==> config.mk <==
export PLATFORM = sky130hd
export DESIGN_NAME = bcd_conv_sched
export DESIGN_NICKNAME = d
export VERILOG_FILES = /design/src/rtl/bcd_conv_sched.sv
export SDC_FILE = /design/constraint.sdc
export NUM_CORES = 1
export LEC_CHECK = 0
export CAP_MARGIN = 0
export CORE_ASPECT_RATIO = 1.25
export CORE_MARGIN = 1.5
export CORE_UTILIZATION = 30
export CTS_BUF_LIST = sky130_fd_sc_hd__clkbuf_4
export DETAILED_ROUTE_END_ITERATION = 16
export DONT_BUFFER_PORTS = 1
export REMOVE_ABC_BUFFERS = 1
export SLEW_MARGIN = 20
export SYNTH_ARGS = -nofsm -noshare
export SYNTH_HDL_FRONTEND = slang
export SYNTH_SLANG_ARGS = --single-unit
==> constraint.sdc <==
create_clock -name clk -period 2.8 [get_ports clk]
set_input_delay 0.56 -clock clk [delete_from_list [all_inputs] [get_ports clk]]
set_output_delay 0.56 -clock clk [all_outputs]
set_load 0.05 [all_outputs]
==> src/rtl/bcd_conv_sched.sv <==
// Round-robin scheduler sharing one external bin2bcd converter among four requesters.
// Optional BCD_SCHED_SAT_EN: clamp operands to 99 and force the hundreds digit to zero.
module bcd_conv_sched #(
  parameter int unsigned SETTLE_CYC = 1
) (
  input  logic        clk,
  input  logic        rst_n,
  input  logic [3:0]  req_valid,
  input  logic [31:0] req_bin,
  output logic [3:0]  req_ready,
  output logic [7:0]  conv_bin,
  input  logic [11:0] conv_bcd,
  output logic        rsp_valid,
  output logic [1:0]  rsp_id,
  output logic [11:0] rsp_bcd,
  output logic        busy
);

  localparam int unsigned N_REQ = 4;
  localparam int unsigned OP_W  = 8;
  localparam int unsigned BCD_W = 12;
  localparam int unsigned IDX_W = 2;
  localparam int unsigned CNT_W = 2;

  typedef enum logic [1:0] {
    IDLE   = 2'd0,
    SETTLE = 2'd1,
    RESP   = 2'd2
  } state_t;

  state_t             state, state_nxt;
  logic [IDX_W-1:0]   rr_ptr;
  logic [IDX_W-1:0]   cur_idx;
  logic [IDX_W-1:0]   gnt_idx;
  logic [IDX_W-1:0]   cand;
  logic               gnt_any;
  logic               accept;
  logic               settle_done;
  logic [CNT_W-1:0]   cnt;
  logic [OP_W-1:0]    gnt_op;
  logic [OP_W-1:0]    ld_op;
  logic [BCD_W-1:0]   cap_bcd;

  // Round-robin search starting one past the last granted requester.
  always_comb begin
    gnt_any = 1'b0;
    gnt_idx = rr_ptr;
    cand    = rr_ptr;
    for (int k = 1; k <= int'(N_REQ); k++) begin
      cand = rr_ptr + IDX_W'(k);
      if (!gnt_any && req_valid[cand]) begin
        gnt_any = 1'b1;
        gnt_idx = cand;
      end
    end
  end

  assign gnt_op      = req_bin[{gnt_idx, 3'b000} +: OP_W];
  assign accept      = (state == IDLE) && gnt_any;
  assign settle_done = (state == SETTLE) && (cnt == '0);

`ifdef BCD_SCHED_SAT_EN
  assign ld_op   = (gnt_op > OP_W'(99)) ? OP_W'(99) : gnt_op;
  assign cap_bcd = {4'h0, conv_bcd[7:0]};
`else
  assign ld_op   = gnt_op;
  assign cap_bcd = conv_bcd;
`endif

  // State register.
  always_ff @(posedge clk or negedge rst_n) begin
    if (!rst_n) state <= IDLE;
    else        state <= state_nxt;
  end

  // Next-state logic.
  always_comb begin
    state_nxt = state;
    case (state)
      IDLE:    if (gnt_any) state_nxt = SETTLE;
      SETTLE:  if (cnt == '0) state_nxt = RESP;
      RESP:    state_nxt = IDLE;
      default: state_nxt = IDLE;
    endcase
  end

  // Accept pulse is combinational so the operand is taken on the same cycle it is granted.
  always_comb begin
    req_ready = '0;
    if (accept && rst_n) req_ready[gnt_idx] = 1'b1;
  end

  // Operand, index, settle counter and result registers.
  always_ff @(posedge clk or negedge rst_n) begin
    if (!rst_n) begin
      conv_bin  <= '0;
      cur_idx   <= '0;
      rr_ptr    <= IDX_W'(N_REQ - 1);
      cnt       <= '0;
      rsp_bcd   <= '0;
      rsp_id    <= '0;
      rsp_valid <= 1'b0;
      busy      <= 1'b0;
    end else begin
      rsp_valid <= settle_done;
      busy      <= (state_nxt != IDLE);
      if (accept) begin
        conv_bin <= ld_op;
        cur_idx  <= gnt_idx;
        rr_ptr   <= gnt_idx;
        cnt      <= CNT_W'(SETTLE_CYC - 1);
      end else if ((state == SETTLE) && (cnt != '0)) begin
        cnt <= cnt - CNT_W'(1);
      end
      if (settle_done) begin
        rsp_bcd <= cap_bcd;
        rsp_id  <= cur_idx;
      end
    end
  end

endmodule

* Yosys cells after proc, flatten, opt, wreduce, memory -nomap -nowiden
Index checks and enable logic that the tools add are counted.
Storage, ports and cells: output and inout bits 28, flip-flop bits (word level) 32
Cells by class: reductions and logical operators 16, shift operators 1, equal/unequal tests 1, magnitude comparators 6, multiplexer cells 24, add/subtract/negate cells 4
Operator list (count):
- 32-bit by 6-bit variable part select with 8-bit output | 1
- 2-bit two-way mux | 8
- 2-bit by 3-bit less-than comparator with 1-bit output, second input constant | 5
- 1-bit two-way mux | 9
- 1-bit binary-select mux with 2-bit select | 4
- 1-bit logical AND | 8
- 2-bit nonzero test | 3
- 2-bit adder, second input constant | 2
- 2-bit zero test | 2
- 4-bit two-way mux | 1
- 2-bit one-hot mux with 2 select lines | 1
- 1-bit zero test | 3
- 2-bit by 1-bit adder with 2-bit output, second input constant | 1
- 1-bit demux with 2-bit select | 1
- 2-bit by 1-bit == test with 1-bit output, second input constant | 1
- 2-bit by 1-bit greater-or-equal comparator with 1-bit output, second input constant | 1
- 2-bit by 1-bit subtractor with 2-bit output, second input constant | 1

* Depth between registers and ports, before layout
Gate-level depths: netlist of the first run.
depth in word-level cells 18, depth in mapped cells 6

* Worst setup path before layout of the first run
OpenSTA, ideal clock, no wires.
kind register to output, start reg rr_ptr[1], end out req_ready[0], path slack 28 ps, arrival 2212 ps, stages on the path, launching flop included 7, path buffers 1, cell sequence dfstp_2 -> a21oi_1 -> a31oi_1 -> a21oi_1 -> nand2b_1 -> buf_4 -> nor3_1
Between the ends: longest elaborated chain between the ends 18, elaborated cells on any way between the ends 33, those cells by class add/sub (3); order compare (2); mux (19); reduce/logical (9)
RTL lines:
- start: declaration | RTL line 32 | logic [IDX_W-1:0] rr_ptr;
- start signal: assignment | RTL line 98 | rr_ptr <= IDX_W'(N_REQ - 1);
- start signal: assignment | RTL line 110 | rr_ptr <= gnt_idx;
- 2-bit by 1-bit adder with 2-bit output | RTL line 50 | cand = rr_ptr + IDX_W'(k);
- 1-bit binary-select mux with 2-bit select | RTL line 51 | if (!gnt_any && req_valid[cand]) begin
- 1-bit two-way mux (implied by the code) | RTL line 51
- 1-bit two-way mux | RTL line 51
- 1-bit zero test | RTL line 51
- 1-bit logical AND | RTL line 51
- 1-bit two-way mux | RTL line 51
- 1-bit zero test | RTL line 51
- [2 not listed]
- 1-bit zero test | RTL line 51
- 1-bit logical AND | RTL line 51
- 2-bit two-way mux | RTL line 51
- 2-bit by 3-bit less-than comparator with 1-bit output (implied by the code) / 2-bit by 1-bit greater-or-equal comparator with 1-bit output (equally long branches) | RTL line 90 | if (accept && rst_n) req_ready[gnt_idx] = 1'b1;
- 1-bit logical AND (implied by the code) | RTL line 90
- 1-bit two-way mux (implied by the code) | RTL line 90
- 1-bit demux with 2-bit select | RTL line 90
- 4-bit two-way mux * | RTL line 90
- end: declaration | RTL line 10 | output logic [3:0] req_ready,
Every way passes the cells marked *; elsewhere a longest branch is shown, timed or not. The select of a mux whose other input is x is not followed.

* Final worst setup path of the first run
Same ends and word-level chain as after synthesis.

==> flow_summary.json, run 1 <==
{
  "setup.worst_path.start_class": "register",
  "cp_cell_sequence": "a21oi_1 -> a31oi_1 -> a21oi_1 -> nand2b_2 -> nor3_1 -> buf_4",
  "first_pass_iters": 4,
  "hold_class": "in -> async",
  "track_usage": 0.126,
  "p_leak_uw": 0.000733,
  "cp_slowest_cell": "dfstp_2",
  "hold_viol": 0,
  "wl_per_cell_um": 17.5,
  "fmax_ghz": 0.400,
  "grt_pass1_vias": 1094,
  "path_class": "reg -> out",
  "fill_cells": 498,
  "max_slew_margin": 0.656,
  "clk_pin_slew_ns": 0.09,
  "synth_seq_cells": 32,
  "die_x_um": 66.8,
  "critPathMaxFanout": 10,
  "antenna_found_initial": 0,
  "setup_violations": 0,
  "setup_ws_ns": 0.298,
  "rows": 28,
  "numCtsBuffers": 5,
  "skew_ns": 0.00611,
  "required_ns": 2.24,
  "dieArea_um2": 5530,
  "wirelength_um": 3440,
  "core_um2": 4830,
  "yosysTopAreaCellShare": 0.491,
  "worst_pin_slew_ns": 0.511,
  "grt_pass1_wl_um": 5060,
  "cp.arrival_ns": 1.94,
  "cp_common_cell": "a21oi_1",
  "critPathCaptureType": "output pin",
  "synthCells": 127,
  "ios": 78,
  "nNetsFinal": 187,
  "cts_tree": "yes",
  "max_cap_violations": 0,
  "viasPerCell": 5.31,
  "holdWs_ns": 0.0464,
  "fp.dieH_um": 82.8,
  "cts_sinks": 32,
  "yosysUniqueCellTypes": 27,
  "clock_latency_ns": 0.32,
  "cts-root-buf": "clkbuf_4",
  "mostFrequentLayoutCell": "dfrtp_1",
  "dr.first_iter.drc_count": 15,
  "regArea_um2": 803,
  "avgSynthCellArea_um2": 12.0,
  "globalRoute.totalOverflow": 0,
  "htreeDepth": 2,
  "n_antenna_cell": 0,
  "synth_area_leaders": "dfrtp_1, mux2i_1, mux2_2",
  "layout_common_cells": "dfrtp_1, mux2i_1, mux2_2",
  "p_per_area_nw_per_um2": 1510,
  "grt_max_degree": 31,
  "multi_input_area_um2": 648,
  "status": "finished clean",
  "yosysTopAreaCell": "dfrtp_1",
  "ys_seq_area_frac": 0.526,
  "io_buffers": 0,
  "clockBufferDepth": 2,
  "dp_slack_ns": 0.385,
  "ys_warn_count": 0,
  "slew_viol_final": 0,
  "drt_drc_violations_left": 0,
  "synthToLayoutAreaGrowth_pct": 9.34,
  "cpPeakStageDelay_ns": 0.59,
  "drive_gt1_frac": 0.257,
  "layout_worst_path_cycle_share": 0.894,
  "synth.cell_area_um2": 1530,
  "dp_hpwl_um": 2520,
  "period_minus_slack_ns": 2.50,
  "floorplan.initialDensity": 0.316,
  "ant_nets": 0,
  "ir_drop_mv": 0.668,
  "place.gp.congestion": 0.750,
  "rsz0062_at_grt": "false",
  "vias": 1041
}
==> registers in the layout, summed over array words and instances, names as in the netlist <==
register   flops
cnt            2
conv_bin       8
rr_ptr         2
cur_idx        2
rsp_valid      1
busy           1
state          2
rsp_bcd       12
rsp_id         2
==> final cells by class <==
class	instances	area share
flip-flops and latches	32	0.481
well taps	60	0.0449
inverters	7	0.0157
clock buffers	5	0.0225
multi-input cells	82	0.388
clock inverters	2	0.00449
repair buffers	8	0.0434
==> synthesized netlist by cell type (all sizes together) <==
| cell | n |
|---|---|
| o21ai | 1 |
| o221ai | 9 |
| dfstp | 2 |
| dfrtp | 30 |
| nor4 | 1 |
| nand3 | 1 |
| xnor2 | 1 |
| a21oi | 4 |
| or2 | 1 |
| a31oi | 1 |
| nor2 | 6 |
| nor3b | 2 |
| nand2b | 1 |
| or3 | 1 |
| mux2i | 18 |
| a22oi | 1 |
| ha | 1 |
| mux2 | 14 |
| inv | 7 |
| nor3 | 5 |
| nand2 | 13 |
| buf | 6 |
| and2 | 1 |
==> where the power goes <==
group	internal, µW	leakage, µW	switching (µW)
logic	389	0.000325	423
registers	690	0.000382	790
clock network	87.4	0.0000261	142
total	1170	0.000733	1360
==> worst paths after layout <==
check	slack [ns]	to	from	cells after the start
min	0.05	conv_bin[0]	rst_n	1
max reg2reg	0.88	conv_bin[4]	rr_ptr[1]	5
max	0.30	req_ready[0]	rr_ptr[1]	6
min reg2reg	0.49	cur_idx[1]	cur_idx[1]	2
min in group clk	0.38	rsp_bcd[8]	conv_bcd[8]	1
max in group asynchronous	2.59	busy	rst_n	1
==> routing by layer <==
| metal | vias to the layer above | wire, µm | track usage |
|---|---|---|---|
| met3 | 7 | 392 | 0.0675 |
| met2 | 60 | 1720 | 0.205 |
| met5 | - | 0 | 0 |
| met1 | 501 | 1270 | 0.133 |
| met4 | 0 | 56 | 0.0571 |
| li1 | 473 | - | - |
==> logic make-up after synthesis <==
logic type | count (synthesis) | share of synthesized area
and+or+nand+nor | 32 | 0.103
buffers and inverters | 13 | 0.0516
xor gates and xnor gates | 1 | 0.00573
DFF | 32 | 0.526
AOI/OAI and AO/OA | 16 | 0.0844
adders and majority gates | 1 | 0.00819
muxes | 32 | 0.221
==> what timing repair did <==
item	CTS	global route
gates resized for setup	0	1
hold buffers	1	0
setup endpoints to repair	0	1
hold endpoints to repair	30	0
setup buffers	0	0
==> through the flow <==
step           TNS [ns]  total power (µW)  area [µm²]  std cells   util
6_report              0              2520        1670        196  0.345
5_1_grt               0              2680        1670        196  0.345
4_1_cts               0              2550        1670        196  0.345
3_5_place_dp          0              2300        1600        188  0.332
3_3_place_gp          0              2250        1600        188  0.332
2_1_floorplan    -0.528              2070        1480        121      -
==> critical path: cells and delay by family, from the launching register on <==
family	cells	cell delay, ns
buffers and inverters	1	0.23
AO/OA/AOI/OAI	3	0.32
AND/OR/NAND/NOR	2	0.49
flip-flops	1	0.59
No activity file was read; power rests on OpenSTA's default activity.
==> inputs of run 2 (changes only) <==
--- a/config.mk
+++ b/config.mk
@@ -8,7 +8,7 @@
 export CAP_MARGIN = 0
 export CORE_ASPECT_RATIO = 1.25
 export CORE_MARGIN = 1.5
-export CORE_UTILIZATION = 30
+export CORE_UTILIZATION = 35
 export CTS_BUF_LIST = sky130_fd_sc_hd__clkbuf_4
 export DETAILED_ROUTE_END_ITERATION = 16
 export DONT_BUFFER_PORTS = 1
==> flow_summary.json, run 2 (synthesis results as in run 1) <==
{
  "ios": 78,
  "layout_worst_path_cycle_share": 0.926,
  "worst_pin_slew_ns": 0.497,
  "hold_viol": 0,
  "period_minus_slack_ns": 2.59,
  "wirelength_um": 3030,
  "cts_resized": 0,
  "ir_drop_mv": 0.658,
  "core_um2": 4130,
  "grt-busiest-layer": "met2",
  "dp.cells": 184,
  "clk_pin_slew_ns": 0.09,
  "regArea_um2": 803,
  "numCtsBuffers": 5,
  "cts_sinks": 32,
  "globalRoute.totalOverflow": 0,
  "crit_end": "req_ready[0]",
  "largest_reg_flops": 12,
  "setup.worst_path.start": "rr_ptr[1]",
  "dp_hpwl_um": 2230,
  "cts-root-buf": "clkbuf_4",
  "reg2reg_slack_ns": 0.97,
  "grt_pass1_wl_um": 4690,
  "dieArea_um2": 4770,
  "reg_top3": "rsp_bcd (12), conv_bin (8)",
  "die_x_um": 62.1,
  "synthToLayoutAreaGrowth_pct": 9.58,
  "io_buffers": 0,
  "vias": 1017,
  "slew_viol_final": 0,
  "r2r-start": "rr_ptr[1]",
  "p_per_area_nw_per_um2": 1510,
  "fill_cells": 424,
  "ff2ff_path_depth": 5,
  "path_class": "reg -> out",
  "viasPerCell": 5.27,
  "fp.dieH_um": 76.9,
  "floorplan.initialDensity": 0.370,
  "track_usage": 0.133,
  "n_antenna_cell": 0,
  "skew_ns": 0.00999,
  "clockBufferDepth": 2,
  "dr.first_iter.drc_count": 48,
  "grt_pass1_vias": 1115,
  "ant_nets": 0,
  "multi_input_area_um2": 646,
  "critPathMaxFanout": 10,
  "rsz0062_at_grt": "false",
  "regToRegEndpoint": "conv_bin[2]",
  "fmax_ghz": 0.386,
  "drive_gt1_frac": 0.263,
  "antenna_found_initial": 0,
  "p_leak_uw": 0.000741,
  "clock_latency_ns": 0.32,
  "hold_class": "in -> async",
  "grt_max_degree": 31,
  "first_pass_iters": 3,
  "htreeDepth": 2,
  "met2_usage": 0.221,
  "required_ns": 2.24,
  "mostFrequentLayoutCell": "dfrtp_1",
  "grt_use_met1": 0.140,
  "drt_drc_violations_left": 0,
  "critPathCaptureType": "output pin",
  "status": "finished clean",
  "setup.worst_path.start_class": "register",
  "grt.met3_usage": 0.0607,
  "nNetsFinal": 187,
  "layout_common_cells": "dfrtp_1, mux2i_1, mux2_2",
  "tns_ns": 0,
  "cts_tree": "yes",
  "largest_register": "rsp_bcd",
  "rows": 26,
  "cp.arrival_ns": 2.03,
  "wl_per_cell_um": 15.7,
  "setup_violations": 0,
  "max_cap_violations": 0,
  "stdcell_count": 193,
  "max_slew_margin": 0.669,
  "place.gp.congestion": 0.728
}
-- run 2: cell count changes in the layout (fill, tap and decap cells not counted) --
| cell | change |
|---|---|
| clkbuf_4 | +2 |
| clkinv_1 | -1 |
| nand2b_1 | +1 |
| nand2b_2 | -1 |
-- run 2: worst max-delay path, cell delays in order, from the launching register on --
cell	delay, ns
dfstp_2	0.59
a21oi_1	0.07
a31oi_1	0.16
a21oi_1	0.10
nand2b_1	0.30
nor3_1	0.25
buf_4	0.23
-- run 2: final cells by class --
class	count	share of cell area
Clock buffer	7	0.0314
Clock inverter	1	0.00224
Inverter	7	0.0157
Multi-Input combinational cell	82	0.386
Sequential cell	32	0.480
Tap cell	56	0.0419
Timing Repair Buffer	8	0.0433
-- run 2: per-layer routing --
layer,routed length [µm],part of all wire
met2,1530,0.50
met1,1110,0.36
met4,42,0.014
met3,355,0.12
met5,0,0
-- run 2: power by group --
| part | switching [µW] | internal (µW) |
|---|---|---|
| sequential | 782 | 690 |
| combinational | 403 | 386 |
| clock | 143 | 116 |
| total | 1330 | 1190 |
-- run 2: timing repair --
item | in CTS | in global routing
buffers inserted | 0 | 0
hold endpoints to repair | 30 | 0
hold buffers | 1 | 0
-- run 2: worst min-delay path by stage --
stage | cells past startpoint | slack [ns] | start | to
floorplan | 0 | 0.26 | rst_n | busy
global placement | 0 | 0.27 | rst_n | busy
detailed placement | 0 | 0.27 | rst_n | busy
CTS | 1 | 0.03 | rst_n | cur_idx[0]
global route | 1 | 0.03 | rst_n | rsp_valid
finish | 1 | 0.05 | rst_n | rsp_valid
-- run 2: per-stage QoR --
stage | total power (µW) | cell area [µm²] | hold WS [ns] | util | setup WS, ns
global route | 2690 | 1670 | 0.0303 | 0.405 | 0.00772
finish | 2520 | 1670 | 0.0490 | 0.405 | 0.208
global placement | 2240 | 1600 | 0.265 | 0.387 | 0.460
floorplan | 2070 | 1480 | 0.264 | - | -0.207
detailed placement | 2280 | 1600 | 0.265 | 0.387 | 0.454
CTS | 2560 | 1670 | 0.0292 | 0.405 | 0.192
==> inputs of run 3 (changes only) <==
==> constraint.sdc (replaced) <==
create_clock -name clk -period 2.8 [get_ports clk]
set_input_delay 0.56 -clock clk [delete_from_list [all_inputs] [get_ports clk]]
set_output_delay 0.56 -clock clk [all_outputs]
set_load 0.01 [all_outputs]
==> flow_summary.json, run 3 (synthesis results as in run 1) <==
{
  "largest_register": "rsp_bcd",
  "p_leak_uw": 0.000714,
  "hold_class": "in -> async",
  "status": "finished clean",
  "drive_gt1_frac": 0.235,
  "setup.worst_path.start_class": "register",
  "critPathMaxFanout": 10,
  "numCtsBuffers": 5,
  "first_pass_iters": 4,
  "layout_common_cells": "dfrtp_1, mux2i_1, mux2_2",
  "wirelength_um": 3060,
  "cts_resized": 0,
  "mostFrequentLayoutCell": "dfrtp_1",
  "hold_viol": 0,
  "clock_latency_ns": 0.33,
  "clk_pin_slew_ns": 0.10,
  "setup_violations": 0,
  "ant_nets": 0,
  "rows": 26,
  "dieArea_um2": 4770,
  "wl_per_cell_um": 16.3,
  "fp.dieH_um": 76.9,
  "drt_drc_violations_left": 0,
  "viasPerCell": 5.37,
  "worst_pin_slew_ns": 0.518,
  "ir_drop_mv": 0.444,
  "reg_top3": "rsp_bcd (12), conv_bin (8)",
  "cp.arrival_ns": 1.95,
  "ios": 78,
  "io_buffers": 0,
  "die_x_um": 62.1,
  "antenna_found_initial": 0,
  "cts_tree": "yes",
  "max_cap_violations": 0,
  "floorplan.initialDensity": 0.370,
  "dp.cells": 179,
  "slew_viol_final": 0,
  "tns_ns": 0,
  "track_usage": 0.135,
  "cp_cell_sequence": "a21oi_1 -> a31oi_1 -> a21oi_1 -> nand2b_1 -> nor3_1",
  "place.gp.congestion": 0.736,
  "rsz0062_at_grt": "false",
  "dr.first_iter.drc_count": 32,
  "grt_max_degree": 31,
  "grt_pass1_vias": 1127,
  "fmax_ghz": 0.398,
  "path_class": "reg -> out",
  "cp_slowest_cell": "dfstp_2",
  "period_minus_slack_ns": 2.51,
  "synthToLayoutAreaGrowth_pct": 7.13,
  "grt_pass1_wl_um": 4710,
  "layout_worst_path_cycle_share": 0.897,
  "dp_hpwl_um": 2190,
  "core_um2": 4130,
  "htreeDepth": 2,
  "n_antenna_cell": 0,
  "globalRoute.totalOverflow": 0,
  "cts_sinks": 32,
  "nNetsFinal": 182,
  "skew_ns": 0.00891,
  "stdcell_count": 188,
  "p_per_area_nw_per_um2": 1190,
  "critPathCaptureType": "output pin",
  "cts-root-buf": "clkbuf_4",
  "cpPeakStageDelay_ns": 0.59,
  "vias": 1010,
  "max_slew_margin": 0.652,
  "required_ns": 2.24,
  "largest_reg_flops": 12,
  "clockBufferDepth": 2,
  "cp_common_cell": "a21oi_1"
}
-- run 3: worst paths after layout --
path	startpoint	endpoint	slack [ns]	depth (start not counted)
worst max register to register	rr_ptr[1]	conv_bin[3]	0.96	5
max in group asynchronous	rst_n	conv_bin[3]	2.59	1
worst max-delay path	rr_ptr[1]	req_ready[0]	0.29	5
worst min-delay path	rst_n	rsp_id[0]	0.04	1
worst min register to register	cur_idx[1]	cur_idx[1]	0.49	2
min in group clk	conv_bcd[9]	rsp_bcd[9]	0.38	1
-- run 3: critical path: cells and delay by family (launching register included) --
family	cells	cell delay [ns]
AOI/OAI and AO/OA	3	0.31
DFF	1	0.59
and+or+nand+nor	2	0.73
-- run 3: layer usage --
metal | GRT usage | wire (µm) | share of wire
met3 | 0.0489 | 292 | 0.095
met1 | 0.140 | 1190 | 0.39
met5 | 0 | 0 | 0
met4 | 0.0936 | 64 | 0.021
met2 | 0.216 | 1510 | 0.49
-- run 3: power by group --
group,leakage (µW),internal (µW),switching [µW]
logic,0.000299,363,376
registers,0.000382,702,244
clock network,0.0000338,116,147
total,0.000714,1180,767
-- run 3: through the flow --
stage               area [µm²]  hold slack (ns)  power [µW]   util  setup slack (ns)
floorplan                 1480            0.264        1510      -             0.403
global placement          1560            0.265        1660  0.378             0.600
global route              1640           0.0263        2100  0.396             0.131
detailed placement        1560            0.265        1700  0.378             0.514
CTS                       1640           0.0312        1980  0.396             0.249
finish                    1640           0.0438        1950  0.396             0.288
-- run 3: what timing repair did --
item | in CTS | in global routing
setup buffers | 0 | 0
hold endpoints to repair | 30 | 0
hold buffers | 1 | 0
-- run 3: cell type report --
class                           count  area (µm²)
Multi-Input combinational cell     82         646
Sequential cell                    32         803
Timing Repair Buffer                3        35.0
Fill cell                         422        2490
Clock buffer                        7        52.6
Tap cell                           56        70.1
Inverter                            7        26.3
Clock inverter                      1        3.75
